$ cat src/rtl/uart_pkg.sv
`default_nettype none
// +------------------------------------------------------------------------+
// | uart_pkg : shared types/constants for the UART transmit arbiter        |
// | Optional feature macro: UART_TX_TAG_EN (adds tag-frame states)         |
// | Revision : 1.0                                                         |
// +------------------------------------------------------------------------+
package uart_pkg;

  localparam logic [7:0] TAG_BASE = 8'hA0;

  typedef enum logic [2:0] {
    IDLE       = 3'd0,
    GRANT      = 3'd1,
`ifdef UART_TX_TAG_EN
    TAG_LAUNCH = 3'd2,
    TAG_WAIT   = 3'd3,
`endif
    LAUNCH     = 3'd4,
    WAIT_DONE  = 3'd5
  } arb_state_t;

  // (base + off) mod n, valid for base < n and off < n
  function automatic int rr_wrap(input int base, input int off, input int n);
    int sum;
    sum = base + off;
    if (sum >= n) sum = sum - n;
    return sum;
  endfunction

endpackage
`default_nettype wire

$ cat src/rtl/uart_rr_pick.sv
`default_nettype none
// +------------------------------------------------------------------------+
// | uart_rr_pick : combinational round-robin picker starting at rr_ptr     |
// | Revision     : 1.0                                                     |
// +------------------------------------------------------------------------+
module uart_rr_pick
  import uart_pkg::*;
#(
  parameter int NUM_REQ = 4
) (
  input  logic [NUM_REQ-1:0]         req_vec,
  input  logic [$clog2(NUM_REQ)-1:0] rr_ptr,
  output logic                       any,
  output logic [$clog2(NUM_REQ)-1:0] pick_id
);

  localparam int c_id_w = $clog2(NUM_REQ);

  logic [c_id_w-1:0] w_idx;

  // Scan from the farthest offset down so the nearest set bit to rr_ptr wins.
  always_comb begin
    any     = |req_vec;
    pick_id = '0;
    w_idx   = '0;
    for (int off = NUM_REQ - 1; off >= 0; off--) begin
      w_idx = c_id_w'(rr_wrap(int'(rr_ptr), off, NUM_REQ));
      if (req_vec[w_idx]) pick_id = w_idx;
    end
  end

endmodule
`default_nettype wire

$ cat src/rtl/uart_tx_arbiter.sv
`default_nettype none
// +------------------------------------------------------------------------+
// | uart_tx_arbiter : round-robin sharing of one UART transmitter between  |
// | NUM_REQ byte sources, one frame (or tag+data with UART_TX_TAG_EN).     |
// | Revision        : 1.0                                                  |
// +------------------------------------------------------------------------+
module uart_tx_arbiter
  import uart_pkg::*;
#(
  parameter int NUM_REQ     = 4,
  parameter int DATA_W      = 8,
  parameter int TIMEOUT_CYC = 200000
) (
  input  logic                       clk,
  input  logic                       nrst,
  input  logic [NUM_REQ-1:0]         req_valid,
  input  logic [NUM_REQ*DATA_W-1:0]  req_data,
  output logic [NUM_REQ-1:0]         req_ready,
  input  logic                       tx_idle,
  input  logic                       tx_done,
  output logic                       tx_valid,
  output logic [DATA_W-1:0]          tx_data,
  output logic [$clog2(NUM_REQ)-1:0] grant_id,
  output logic                       busy,
  output logic                       timeout_err
);

  localparam int                c_id_w    = $clog2(NUM_REQ);
  localparam int                c_wd_w    = $clog2(TIMEOUT_CYC + 1);
  localparam logic [c_wd_w-1:0] c_wd_last = c_wd_w'(TIMEOUT_CYC - 1);
  localparam logic [c_wd_w-1:0] c_wd_max  = c_wd_w'(TIMEOUT_CYC);
  localparam logic [c_wd_w-1:0] c_wd_one  = c_wd_w'(1);

  arb_state_t          r_state, w_state_nxt;
  logic [c_id_w-1:0]   r_rr_ptr, w_rr_nxt, w_grant_nxt, w_pick;
  logic                w_any;
  logic [c_wd_w-1:0]   r_wdog, w_wdog_nxt, w_wdog_inc;
  logic                w_wdog_expired;
  logic [NUM_REQ-1:0]  w_ready_nxt;
  logic                w_tx_valid_nxt, w_timeout_nxt;
  logic [DATA_W-1:0]   w_tx_data_nxt, w_slot;
`ifdef UART_TX_TAG_EN
  logic [DATA_W-1:0]   r_byte, w_byte_nxt;
`endif

  uart_rr_pick #(.NUM_REQ(NUM_REQ)) u_pick (
    .req_vec (req_valid),
    .rr_ptr  (r_rr_ptr),
    .any     (w_any),
    .pick_id (w_pick)
  );

  assign w_slot         = req_data[grant_id*DATA_W +: DATA_W];
  assign busy           = (r_state != IDLE);
  assign w_wdog_expired = (r_wdog == c_wd_last);
  assign w_wdog_inc     = (r_wdog == c_wd_max) ? r_wdog : r_wdog + c_wd_one;

  always_ff @(posedge clk or negedge nrst) begin
    if (!nrst) r_state <= IDLE;
    else       r_state <= w_state_nxt;
  end

  always_comb begin
    w_state_nxt    = r_state;
    w_grant_nxt    = grant_id;
    w_rr_nxt       = r_rr_ptr;
    w_tx_data_nxt  = tx_data;
    w_wdog_nxt     = r_wdog;
    w_ready_nxt    = '0;
    w_tx_valid_nxt = 1'b0;
    w_timeout_nxt  = 1'b0;
`ifdef UART_TX_TAG_EN
    w_byte_nxt     = r_byte;
`endif
    case (r_state)
      IDLE: begin
        if (w_any) begin
          w_grant_nxt = w_pick;
          w_state_nxt = GRANT;
        end
      end
      GRANT: begin
        w_ready_nxt = NUM_REQ'(1) << grant_id;
        w_rr_nxt    = c_id_w'(rr_wrap(int'(grant_id), 1, NUM_REQ));
`ifdef UART_TX_TAG_EN
        w_byte_nxt    = w_slot;
        w_tx_data_nxt = DATA_W'(TAG_BASE) | DATA_W'(grant_id);
        w_state_nxt   = TAG_LAUNCH;
`else
        w_tx_data_nxt = w_slot;
        w_state_nxt   = LAUNCH;
`endif
      end
`ifdef UART_TX_TAG_EN
      TAG_LAUNCH: begin
        if (tx_idle) begin
          w_tx_valid_nxt = 1'b1;
          w_wdog_nxt     = '0;
          w_state_nxt    = TAG_WAIT;
        end
      end
      TAG_WAIT: begin
        // A tag-frame timeout abandons the data frame as well.
        if (tx_done) begin
          w_state_nxt = LAUNCH;
        end else if (w_wdog_expired) begin
          w_timeout_nxt = 1'b1;
          w_state_nxt   = IDLE;
        end else begin
          w_wdog_nxt = w_wdog_inc;
        end
      end
`endif
      LAUNCH: begin
        if (tx_idle) begin
          w_tx_valid_nxt = 1'b1;
          w_wdog_nxt     = '0;
          w_state_nxt    = WAIT_DONE;
`ifdef UART_TX_TAG_EN
          w_tx_data_nxt  = r_byte;
`endif
        end
      end
      WAIT_DONE: begin
        if (tx_done) begin
          w_state_nxt = IDLE;
        end else if (w_wdog_expired) begin
          w_timeout_nxt = 1'b1;
          w_state_nxt   = IDLE;
        end else begin
          w_wdog_nxt = w_wdog_inc;
        end
      end
      default: w_state_nxt = IDLE;
    endcase
  end

  always_ff @(posedge clk or negedge nrst) begin
    if (!nrst) begin
      r_rr_ptr    <= '0;
      grant_id    <= '0;
      tx_data     <= '0;
      r_wdog      <= '0;
      req_ready   <= '0;
      tx_valid    <= 1'b0;
      timeout_err <= 1'b0;
    end else begin
      r_rr_ptr    <= w_rr_nxt;
      grant_id    <= w_grant_nxt;
      tx_data     <= w_tx_data_nxt;
      r_wdog      <= w_wdog_nxt;
      req_ready   <= w_ready_nxt;
      tx_valid    <= w_tx_valid_nxt;
      timeout_err <= w_timeout_nxt;
    end
  end

`ifdef UART_TX_TAG_EN
  always_ff @(posedge clk or negedge nrst) begin
    if (!nrst) r_byte <= '0;
    else       r_byte <= w_byte_nxt;
  end
`endif

endmodule
`default_nettype wire

$ cat config.mk
export PLATFORM = sky130hd
export DESIGN_NAME = uart_tx_arbiter
export DESIGN_NICKNAME = d
export VERILOG_FILES = /design/src/rtl/uart_pkg.sv /design/src/rtl/uart_rr_pick.sv /design/src/rtl/uart_tx_arbiter.sv
export SDC_FILE = /design/constraint.sdc
export NUM_CORES = 1
export LEC_CHECK = 0
export BUFFER_PORTS_ARGS = -buffer_cell sky130_fd_sc_hd__clkbuf_2
export CAP_MARGIN = 25
export CORE_MARGIN = 2
export CORE_UTILIZATION = 48
export CTS_CLUSTER_DIAMETER = 120
export CTS_CLUSTER_SIZE = 28
export DETAILED_ROUTE_END_ITERATION = 6
export HOLD_SLACK_MARGIN = 0.15
export MAX_ROUTING_LAYER = met4
export PLACE_DENSITY = 0.74
export SETUP_SLACK_MARGIN = 0.5
export SLEW_MARGIN = 20
export SYNTH_ARGS = -nofsm -noshare
export SYNTH_HDL_FRONTEND = slang
export SYNTH_HIERARCHICAL = 1
export SYNTH_SLANG_ARGS = --single-unit
$ cat constraint.sdc
create_clock -name clk -period 1.9 [get_ports clk]
set_input_delay 0 -clock clk [delete_from_list [all_inputs] [get_ports clk]]
set_output_delay 0 -clock clk [all_outputs]
set_load 0.05 [all_outputs]
==> qor.yml <==
floorplan:
  fp.dieH_um: 74.2
  rows: 25
  start_util: 0.498
  die_w_um: 74.2
  die_area_sq_mm: 0.00551
  ios: 57
  core-area_sq_mm: 0.00475
min_path:
  hp-class: "input port to register"
  holdPathEnd: "tx_data[2]"
  worstHoldPathCells: 3
  min_from: "req_data[18]"
grt:
  grt_pass1_vias: 2205
  grt_pass1_wl_um: 10300
  grt.overflow.total: 0
  antenna_found_initial: 0
  track_usage: 0.254
  grt_max_degree: 29
clocking:
  path_clk_slew_ns: 0.08
  cts_made_buffers: 5
  cts_root_buf: "clkbuf_8"
  cts_tree: "built"
  clkSinkCount: 38
  htree_levels: 2
  clk_path_buf_depth: 2
  insertion_delay_ns: 0.29
synth:
  async_flop_share: 1.00
  synthSimpleGateAreaFrac: 0.198
  synth_top_flop_cell: "dfrtp_1"
  postSynthAreaPerCell_sq_um: 10.7
  yosys_warnings: 6
  yosysUniqueCellTypes: 51
  synth-xor-area-share: 0
  netlist_instances: 221
  synthMuxAreaShare: 0.161
  synth_compound_area_frac: 0.150
  synth_edf_count: 0
  syn_nets: 272
  ys_ff_latch: 38
  yosysSeqAreaShare: 0.402
  synth_top_family_by_area: "simple AND/OR/NAND/NOR gates"
  netlist_area_sq_mm: 0.00237
  synthAdderAreaFrac: 0.0581
final_layout:
  seq_area_sq_um: 961
  final_cell_area_sq_mm: 0.00354
  stdcell_count: 402
  drive_above_1_share: 0.564
  area_delta_synth_final_pct: 49.6
  fillCellCount: 328
  antennaDiodeCount: 0
  layout.nets: 385
  multi_input_area_sq_mm: 0.00158
  final_core_util: 0.745
sta:
  fmax_mhz: 563
  tns_ns: 0
  min_period_over_period: 0.936
  hold_viol_final: 0
  finClkSkew_ns: 0.00451
  finalSetupViolCount: 0
  finalMaxSlewViolations: 0
  worst_slew_pin_slew_ns: 0.712
  setup_ws_ns: 0.122
  period_needed_ns: 1.78
  max_slew_margin: 0.526
  rsz0062_at_grt: "true"
critical_path:
  cp_slowest_stage_delay_ns: 0.54
  path_cells: "or4_4, o22ai_4, a21o_4, o21ai_4, a31oi_1"
  rr_endpoint: "r_wdog[11]"
  cp.required_ns: 2.10
  critPathArrivalTime_ns: 1.98
  worstSetupStartpointType: "register"
  crit_slowest_cell: "or4_4"
  reg2reg_depth: 5
  r2r_slack_ns: 0.12
  setup.worst_path.class: "register to register"
  r2r_start: "r_wdog[5]"
  cp-end-kind: "register"
  crit_fanout: 7
placement:
  dp_slack_ns: 0.00605
  place_inst: 360
  post-dp-hpwl_um: 4290
  gp_congestion: 0.880
  post_dp_cell_area_sq_mm: 0.00295
  io_buffers: 56
routing:
  vias: 2242
  drtIter0Drc: 152
  via_per_inst: 5.58
  ant_nets: 0
  wl_per_cell_um: 16.6
  totalWireLength_um: 6680
  dr.pass1.iters: 4
  drc: 0
power_and_ir_drop:
  leakagePower_nw: 1.63
  p_per_area_mw_per_mm2: 1330
  irDropWorstVdd_mv: 1.24
outcome:
  status: "completed"
job:
  maxCapViolCount: 0
critical path, delay by kind of cell, from the launching register on:
kind             cells  cell delay, ns
flip-flops           1            0.41
AO/OA/AOI/OAI        4            0.75
AND/OR/NAND/NOR      1            0.54
layout by cell type (no fill, tap or decap), types with 4 or more instances in the layout:
| cell type | synthesis | layout |
|---|---|---|
| a21oi_1 | 8 | 5 |
| a31oi_1 | 9 | 9 |
| and2_1 | 5 | 5 |
| buf_4 | 0 | 42 |
| buf_6 | 0 | 9 |
| clkbuf_2 | 0 | 55 |
| clkbuf_8 | 0 | 7 |
| dfrtp_1 | 38 | 32 |
| dfrtp_2 | 0 | 5 |
| dlygate4sd3_1 | 0 | 4 |
| ha_1 | 11 | 5 |
| ha_4 | 0 | 4 |
| inv_1 | 12 | 7 |
| mux2_2 | 13 | 6 |
| mux2_4 | 1 | 8 |
| mux2i_1 | 4 | 4 |
| mux4_2 | 8 | 8 |
| nand2_1 | 23 | 22 |
| nand2b_1 | 7 | 5 |
| nand3_1 | 10 | 7 |
| nor2_1 | 12 | 9 |
| o211ai_1 | 4 | 4 |
through the flow:
stage	hold slack [ns]	power, mW
after floorplan	-0.296	2.94
after global placement	0.0873	3.38
after detailed placement	0.0890	3.46
after CTS	0.153	4.45
after global routing	0.162	4.93
final	0.153	4.71
where the power goes:
group          total (mW)  leakage (nW)  internal (mW)  switching (mW)
clock network       0.580        0.0472          0.292           0.288
logic                2.89          1.09           1.27            1.62
registers            1.24         0.488           1.04           0.203
metal layers:
layer  GRT usage  up-vias  wire length, um
met4      0.0714        0              109
li1            -     1045                -
met3      0.0312       11              227
met1       0.327     1128             2810
met5           -        -                0
met2       0.425       58             3530
cell type report:
class                   instances  share of cell area
well taps                      67              0.0237
clock buffers                   6              0.0233
flip-flops and latches         38               0.271
repair buffers                112               0.216
multi-input cells             165               0.447
clock inverters                 2             0.00353
inverters                      12              0.0148
cell usage after synthesis, drive strengths merged, types with 3 or more instances:
| master | n | area [sq um] |
|---|---|---|
| ha | 11 | 138 |
| o311ai | 4 | 35.0 |
| inv | 12 | 45.0 |
| mux2i | 4 | 40.0 |
| a21oi | 9 | 48.8 |
| nand4b | 3 | 26.3 |
| nand3 | 10 | 50.1 |
| mux4 | 8 | 180 |
| and2 | 6 | 40.0 |
| o211ai | 4 | 30.0 |
| nor2 | 12 | 45.0 |
| nand2b | 7 | 43.8 |
| mux2 | 14 | 161 |
| nand4 | 4 | 40.0 |
| a21o | 4 | 31.3 |
| o21ai | 6 | 33.8 |
| nand2 | 23 | 86.3 |
| a31oi | 9 | 56.3 |
| dfrtp | 38 | 951 |
| clkbuf | 5 | 18.8 |
timing repair:
| item | in CTS | in global routing |
|---|---|---|
| cloned | 2 | 0 |
| pin swaps | 14 | 13 |
| hold buffers | 4 | 0 |
| gates resized for setup | 25 | 29 |
| setup endpoints to repair | 30 | 34 |
| endpoints found under the hold margin | 30 | 0 |
| setup buffers | 23 | 5 |
state kept, by name (all words and copies together) (netlist names):
name         flops
grant_id         2
r_rr_ptr         2
r_state          2
r_wdog          18
req_ready        4
timeout_err      1
tx_data          8
tx_valid         1
cell families (layout without fill, tap and decap cells):
kind of cell,Yosys count,in the layout
adders and majority gates,11,11
buffers and inverters,19,132
muxes,26,26
and+or+nand+nor,79,79
DFF,38,38
AOI/OAI and AO/OA,48,49
how the worst max path moves through the flow:
stage / start / end / slack (ns)
after floorplan: r_wdog[15] / r_state[2] / 0.13
after detailed placement: r_wdog[0] / r_wdog[6] / 0.006
after global routing: r_wdog[1] / r_wdog[6] / 0.01
final: r_wdog[5] / r_wdog[11] / 0.12
after global placement: r_wdog[1] / r_wdog[6] / 0.09
after CTS: r_wdog[4] / r_wdog[4] / 0.15
(Power assumes the default switching activity.)
